**src/rtl/pipeline_pkg.sv**
```systemverilog
// Shared pipeline definitions: datapath widths, the bubble encoding and the fetch FSM states.
package pipeline_pkg;

    localparam int unsigned XLEN = 32;
    localparam int unsigned ILEN = 32;

    localparam logic [ILEN-1:0] NOP_INSTR = '0;

    typedef enum logic [1:0] {
        FETCH,
        WAIT,
        DROP
    } fetch_state_t;

endpackage

```
**src/rtl/fetch_queue.sv**
```systemverilog
// Two-entry FIFO with synchronous clear; head is presented combinationally.
module fetch_queue #(
    parameter int unsigned DATA_W = 64
) (
    input  logic              clk,
    input  logic              reset_n,
    input  logic              clear,
    input  logic              push,
    input  logic [DATA_W-1:0] push_data,
    input  logic              pop,
    output logic [1:0]        count,
    output logic              head_valid,
    output logic [DATA_W-1:0] head_data
);

    logic [DATA_W-1:0] mem [2];
    logic              head;
    logic              tail;
    logic              do_push;
    logic              do_pop;

    // A full queue may still accept a push when the head leaves in the same cycle.
    assign do_pop  = pop && !clear && (count != 2'd0);
    assign do_push = push && !clear && ((count != 2'd2) || do_pop);

    always_ff @(posedge clk or negedge reset_n) begin
        if (!reset_n) begin
            head  <= 1'b0;
            tail  <= 1'b0;
            count <= '0;
        end else if (clear) begin
            head  <= 1'b0;
            tail  <= 1'b0;
            count <= '0;
        end else begin
            if (do_push) tail <= ~tail;
            if (do_pop)  head <= ~head;
            count <= count + 2'(do_push) - 2'(do_pop);
        end
    end

    always_ff @(posedge clk) begin
        if (do_push) mem[tail] <= push_data;
    end

    assign head_valid = (count != 2'd0);
    assign head_data  = mem[head];

endmodule

```
**src/rtl/if_fetch_unit.sv**
```systemverilog
// Instruction-fetch stage: owns the PC, keeps one request in flight to instruction
// memory and feeds the IF/ID register from a 2-entry fetch queue.
module if_fetch_unit #(
    parameter logic [31:0] RESET_PC  = 32'h0000_0000,
    parameter logic [31:0] NOP_INSTR = pipeline_pkg::NOP_INSTR
) (
    input  logic                          clk,
    input  logic                          reset_n,
    input  logic                          stall,
    input  logic                          redirect,
    input  logic [pipeline_pkg::XLEN-1:0] redirect_pc,
    output logic                          imem_req,
    output logic [pipeline_pkg::XLEN-1:0] imem_addr,
    input  logic                          imem_ready,
    input  logic                          imem_rvalid,
    input  logic [pipeline_pkg::ILEN-1:0] imem_rdata,
    output logic [pipeline_pkg::XLEN-1:0] PC_Plus4,
    output logic [pipeline_pkg::ILEN-1:0] Instruction,
    output logic                          fetch_valid
);

    import pipeline_pkg::*;

    fetch_state_t         state;
    fetch_state_t         state_nxt;
    logic [XLEN-1:0]      pc;
    logic [XLEN-1:0]      pc_nxt;
    logic [XLEN-1:0]      req_pc;
    logic                 outstanding;
    logic                 accept;
    logic                 push;
    logic                 pop;
    logic [1:0]           count;
    logic                 head_valid;
    logic [XLEN+ILEN-1:0] head_data;

    assign outstanding = (state != FETCH);
    assign imem_req    = reset_n && (state == FETCH) && ((count + 2'(outstanding)) < 2'd2);
    assign imem_addr   = pc;
    assign accept      = imem_req && imem_ready;
    assign pop         = head_valid && !stall && !redirect;

    always_ff @(posedge clk or negedge reset_n) begin
        if (!reset_n) begin
            state  <= FETCH;
            pc     <= RESET_PC;
            req_pc <= RESET_PC;
        end else begin
            state <= state_nxt;
            pc    <= pc_nxt;
            if (accept) req_pc <= pc;
        end
    end

    always_comb begin
        state_nxt = state;
        pc_nxt    = pc;
        push      = 1'b0;
        if (redirect) begin
            // Anything still in flight after this edge belongs to the old path and must be dropped.
            pc_nxt = redirect_pc;
            if (accept || (outstanding && !imem_rvalid)) state_nxt = DROP;
            else                                         state_nxt = FETCH;
        end else begin
            case (state)
                FETCH: begin
                    if (accept) begin
                        state_nxt = WAIT;
                        pc_nxt    = pc + 32'd4;
                    end
                end
                WAIT: begin
                    if (imem_rvalid) begin
                        push      = 1'b1;
                        state_nxt = FETCH;
                    end
                end
                DROP: begin
                    if (imem_rvalid) state_nxt = FETCH;
                end
                default: state_nxt = FETCH;
            endcase
        end
    end

    fetch_queue #(
        .DATA_W(XLEN + ILEN)
    ) u_queue (
        .clk       (clk),
        .reset_n   (reset_n),
        .clear     (redirect),
        .push      (push),
        .push_data ({req_pc, imem_rdata}),
        .pop       (pop),
        .count     (count),
        .head_valid(head_valid),
        .head_data (head_data)
    );

    assign fetch_valid = head_valid;
    assign PC_Plus4    = head_valid ? (head_data[XLEN+ILEN-1:ILEN] + 32'd4) : '0;
    assign Instruction = head_valid ? head_data[ILEN-1:0] : NOP_INSTR;

    rvalid_without_request: assert property (
        @(posedge clk) disable iff (!reset_n) !(imem_rvalid && (state == FETCH))
    );

endmodule

```
**config.mk**
```make
export PLATFORM = sky130hd
export DESIGN_NAME = if_fetch_unit
export DESIGN_NICKNAME = d
export VERILOG_FILES = /design/src/rtl/pipeline_pkg.sv /design/src/rtl/fetch_queue.sv /design/src/rtl/if_fetch_unit.sv
export SDC_FILE = /design/constraint.sdc
export NUM_CORES = 1
export LEC_CHECK = 0
export CORE_MARGIN = 4
export CORE_UTILIZATION = 48
export DETAILED_ROUTE_END_ITERATION = 8
export GPL_TIMING_DRIVEN = 0
export PLACE_DENSITY = 0.85
export RECOVER_POWER = 50
export SLEW_MARGIN = 25
export SYNTH_ARGS = -nofsm -noshare
export SYNTH_HDL_FRONTEND = slang
export SYNTH_HIERARCHICAL = 1
export SYNTH_SLANG_ARGS = --single-unit
```
**constraint.sdc**
```tcl
create_clock -name clk -period 4.2 [get_ports clk]
set_clock_uncertainty 0.15 [all_clocks]
set_input_delay 0.84 -clock clk [delete_from_list [all_inputs] [get_ports clk]]
set_output_delay 0.84 -clock clk [all_outputs]
set_load 0.01 [all_outputs]
```
## After elaboration in Yosys (flattened, before gate mapping)

Memories as Yosys holds them, arrays and structs flattened.
Cells that the tools add are included.

| operators by class | value |
|---|---|
| $add $sub $neg | 5 |
| multiply operators | 0 |
| divide/modulo/power cells | 0 |
| order comparisons | 1 |
| eq/ne operators | 5 |
| shifts and indexed selects | 0 |
| muxes and demuxes | 20 |
| bitwise logic cells | 2 |
| reduce and logical (&&, ||, !) cells | 25 |

Operators with widths:

| operator | count |
|---|---|
| 32-bit 2-to-1 mux | 5 |
| 32-bit by 3-bit adder with 32-bit output (second input constant) | 2 |
| 2-bit nonzero test | 6 |
| 1-bit logical AND | 10 |
| 2-bit 2-to-1 mux | 5 |
| 1-bit 2-to-1 mux | 9 |
| 2-bit by 1-bit adder with 2-bit output | 2 |
| 2-bit case mux with 2 select lines | 1 |
| 2-bit AND reduction | 2 |
| 1-bit logical NOT | 3 |
| 3-bit by 1-bit inequality test with 1-bit output (second input constant) | 1 |
| 3-bit inequality test (second input constant) | 1 |
| 2-bit by 1-bit == test with 1-bit output (second input constant) | 1 |
| 2-bit == test (second input constant) | 1 |
| 2-bit logical NOT | 1 |
| 1-bit logical OR | 2 |
| 2-bit less-than comparator (second input constant) | 1 |
| 2-bit inequality test (second input constant) | 1 |
| 1-bit inverter | 2 |
| 2-bit OR reduction | 1 |
| 2-bit by 1-bit subtractor with 2-bit output | 1 |

| storage, ports and cells | value |
|---|---|
| register bits after elaboration | 70 |
| latch bits | 0 |
| RAM bits | 128 |
| bits in read-only memories | 0 |
| input port bits | 70 |
| output and inout port bits | 98 |
| word-level logic and storage cells | 65 |
| memories kept | 1 |

Memory list:

| name | words | bits a word | rd ports | clocked after Yosys merged registers in | write ports | line | text |
|---|---|---|---|---|---|---|---|
| u_queue.mem | 2 | 64 | 1 | 0 | 1 | fetch_queue.sv:16 | `logic [DATA_W-1:0] mem [2];` |

## Longest topological paths before layout

| logic depth | value |
|---|---|
| depth in word-level cells | 10 |
| depth in mapped cells | 11 |
| mapped depth without buffers | 10 |

## Hierarchy

Netlist, hierarchy kept.

By module, submodules not included:

| module | times used | cells an instance | area each (µm²) | sequential area each (µm²) |
|---|---|---|---|---|
| fetch_queue | 1 | 222 | 4,834.6 | 3,943.8 |
| if_fetch_unit | 1 | 537 | 4,254.1 | 1,651.6 |

## Worst setup path after synthesis

Ideal clock, no wire load.

| path | value |
|---|---|
| kind | input -> register |
| from | input port redirect |
| to | memory u_queue.mem[0][0], enable pin |
| library setup time | 0.487 ns |
| arrival time | 4.459 ns |
| required time | 3.563 ns |
| path slack | -0.895 ns |
| stages on the path | 6 |
| path buffers | 2 |
| cell sequence | clkbuf_1 -> clkbuf_1 -> nor3_1 -> or3b_1 -> nand3b_1 -> nor2_1 |

| on the way | value |
|---|---|
| cells in the longest elaborated chain, start to end | 8 |
| elaborated cells on any way between the ends | 10 |
| those cells by class | 3 x mux; 7 x reduce/logical |

Ends and longest elaborated chain:

| what | line | text |
|---|---|---|
| start: declaration | if_fetch_unit.sv:10 | `input logic redirect,` |
| 1-bit logical NOT | if_fetch_unit.sv:41 | `assign pop = head_valid && !stall && !redirect;` |
| 1-bit logical AND | if_fetch_unit.sv:41 |  |
| via pop | if_fetch_unit.sv:32 | `logic pop;` |
| 1-bit logical AND (2 in a row) | fetch_queue.sv:23 | `assign do_pop = pop && !clear && (count != 2'd0);` |
| 1-bit logical OR | fetch_queue.sv:24 | `assign do_push = push && !clear && ((count != 2'd2) \|\| do_pop);` |
| 1-bit logical AND | fetch_queue.sv:24 |  |
| 1-bit 2-to-1 mux | fetch_queue.sv:43 | `if (do_push) mem[tail] <= push_data;` |
| 1-bit 2-to-1 mux (implied by the code) | fetch_queue.sv:43 |  |
| end: declaration | fetch_queue.sv:16 |  |

The timed path passes the listed nets, and every way through them passes these cells.

## Final worst setup path

| path | value |
|---|---|
| from | input port redirect |
| to | memory u_queue.mem[1][19], enable pin |

The elaborated chain is that of the path after synthesis.

==> reports/results.txt <==
status - finished, final reports clean
clock network fraction of design power - 34.8%
Post-synth EDFFs - 128
CTS clk-pin slew, worst paths - 70 ps
cell count after synthesis - 759
max-slew violation total from the final report - 0
Vias - 6687
Synth Warn # - 6
overall routed net length - 22.2 mm
latest clock arrival within the worst-skew pair - 430 ps
ant diodes - 0
input/output buffers - 167
Primary FF master, synth - edfxtp_1
number of fill cells - 1434
share of the synthesized area in the top cell type - 42.3%
drt pass-1 iters - 5
P_int - 3.26 mW
VDD IR-drop max - 0.000288 V
post-DP HPWL - 15.6 mm
Worst path slowest cell - clkdlybuf4s50_1
PD cells - 371 nW/um^2
vias in the first global route - 6758
# setup viols final - 0
I/O pin cnt - 168
setup slack at placement - -467 ps
routed vias/inst - 5.57
post-synthesis sequential area ratio - 61.6%
initial antenna violation count - 0
Logic pwr share - 10.3%
Sw Ratio - 25.9%
Multi-input gate area - 3360 um^2
Die Wd - 146 um
crit path DAT - 4070 ps
CP max FO - 24
DR iter-0 viols - 452
Mapped Avg Cell Area - 12.0 um^2
fin crit share - 97.5%
post-layout minimum cycle time - 4100 ps
flop-to-flop setup slack - 930 ps
global-route wire length before repair - 35.6 mm
final setup margin - 103 ps
critical-path cell list - clkdlybuf4s50_1 -> clkbuf_2 -> clkbuf_1 -> nor3_1 -> or3b_1 -> nand3b_1 -> nor2_4 -> buf_12
top cells by area, synth - edfxtp_1 42%, dfrtp_1 19%, mux2_2 8.2%
WL/cell - 18.5 um
share of layout cells above drive strength 1 - 14.5%
# hold bufs at CTS - 0
highest clock rate - 244 MHz
slowest stage delay, CP - 750 ps
Leakage Power - 4.36 nW
final hold violation count - 0
sw power - 1.14 mW
post-route ant nets - 0
FFs w/ async S/R, synth - 35.4%
cell accounting for the most synthesized area - edfxtp_1
Starting Density - 48.8%
WS Path Type - in2reg
CTS Buffer Depth - 2
largest net degree at the start of global routing - 57
clk sinks - 198
Clock Tree Root - clkbuf_16
CTS buffer count - 17
Area Overhead vs Synth - 30.5%
Net Count, Synth - 835
worst slew pin tran - 1130 ps
Max-cap violations - 0
CP Capture Type - register
CTS tree - yes
Total Die Area - 21200 um^2
Setup TNS - 0 ps
H-tree depth - 4
GRT Util Overall - 21.2%
grt total ovfl - 0
distinct cell type count after synthesis - 47
row cnt - 50
DRC violations left - 0
Core Area - 18600 um^2
CP Data Required Time - 4180 ps
Synth Cell Area - 9090 um^2
max_slew headroom - 24.6%
Reg power frac - 54.9%
CP Launch Type - input pin
final net count - 1029
Hold Crit Class - reg2reg
register bit total from synthesis - 198
die height - 146 um
Reg area - 5600 um^2
gpl congestion - 0.876
## routing by layer
layer / wire length (um) / global-route usage (%) / up-vias / part of all wire (%)
met3: 1340 / 4.67 / 40 / 6.0
met5: 0 / 0 / - / 0
met2: 10800 / 34.7 / 269 / 49
met4: 601 / 8.07 / 0 / 2.7
met1: 9460 / 27.8 / 3209 / 43
li1: - / - / 3169 / -
## state kept, by name (all words and copies together), names as in the netlist
name           cells
u_queue/count      2
u_queue/tail       1
u_queue/head       1
u_queue/mem      128
req_pc            32
imem_addr         32
state              2
## cell usage in the layout, fill, tap and decap left out, types with 17 or more instances in the layout
cell type and instances:
edfxtp_1 128, nand2_1 121, clkdlybuf4s50_1 89, dfrtp_1 70, mux2_2 62, dlygate4sd3_1 59
and2_1 39, nor2_1 33, clkbuf_1 27, o21ai_0 27, or4_1 24, o31ai_1 21
inv_1 19, nand3_1 19, nand4_1 18, clkbuf_16 17
## critical path, delay by kind of cell
| kind | cells | cell delay (ps) |
|---|---|---|
| AND/OR/NAND/NOR | 4 | 1520 |
| buffers and inverters | 4 | 1700 |
## cells by family after synthesis
logic type | after synthesis | share of synthesized area (%)
buffers and inverters | 60 | 2.70
adder cells (fa/ha/maj) | 6 | 0.826
multiplexers | 69 | 8.51
XOR/XNOR | 22 | 2.12
flip-flops | 198 | 61.6
AND/OR/NAND/NOR | 311 | 17.8
AO/OA/AOI/OAI | 93 | 6.53
## synth_stat cells, drive strengths merged (11+ instances only)
| library cell | instances |
|---|---|
| xnor2 | 13 |
| nand3 | 21 |
| nor2 | 35 |
| o21ai | 27 |
| buf | 14 |
| a21oi | 19 |
| dfrtp | 70 |
| clkbuf | 27 |
| mux2 | 66 |
| or3 | 12 |
| inv | 19 |
| edfxtp | 128 |
| o31ai | 22 |
| or4 | 26 |
| nand4 | 19 |
| and2 | 39 |
| nand2 | 121 |
| a31oi | 11 |
## through the flow
stage                     power (mW)  hold WS, ps  area [um^2]  std cells  util (%)
final                           4.40          328        11900       1200      63.6
after global routing            4.59          346        11900       1200      63.6
after CTS                       4.44          126        11800       1198      63.4
after detailed placement        2.91          309        11200       1165      60.0
after global placement          2.87          298        11100       1160      59.3
after floorplan                 2.63          292         9090        759         -
## path summary, 6_finish.rpt
kind                                             from                           end  depth (start not counted)
setup / recovery                             redirect  u_queue/mem[1][19]$_DFFE_PP_                          8
hold / removal                 req_pc[25]$_DFFE_PN0P_  u_queue/mem[1][57]$_DFFE_PP_                          0
setup reg to reg           u_queue/count[1]$_DFF_PN0_    u_queue/count[1]$_DFF_PN0_                         11
hold reg to reg                req_pc[25]$_DFFE_PN0P_  u_queue/mem[1][57]$_DFFE_PP_                          0
max in group asynchronous                     reset_n         req_pc[1]$_DFFE_PN0P_                          2
min in group asynchronous                     reset_n     imem_addr[24]$_DFFE_PN0P_                          1
## area by class of cell
cell class / instances / area share, %
Sequential cell: 198 / 47.2
Clock buffer: 20 / 3.68
Clock inverter: 12 / 0.949
Timing Repair Buffer: 175 / 15.1
Tap cell: 234 / 2.47
Buffer: 40 / 1.74
Inverter: 19 / 0.601
Multi-Input combinational cell: 502 / 28.3
## power groups by stage
stage,registers [mW],logic (mW),clock network [mW]
2_1_floorplan,2.41,0.215,0
3_3_place_gp,2.43,0.438,0
3_5_place_dp,2.45,0.461,0
4_1_cts,2.41,0.473,1.56
5_1_grt,2.43,0.508,1.65
6_report,2.41,0.453,1.53
## repair_timing
| item | in CTS | in global routing |
|---|---|---|
| gates resized for setup | 49 | 12 |
| endpoints found under the setup margin | 44 | 62 |
| pin swaps | 2 | 3 |
| cloned | 1 | 0 |
| buffers inserted | 1 | 2 |
(Power assumes the default switching activity.)
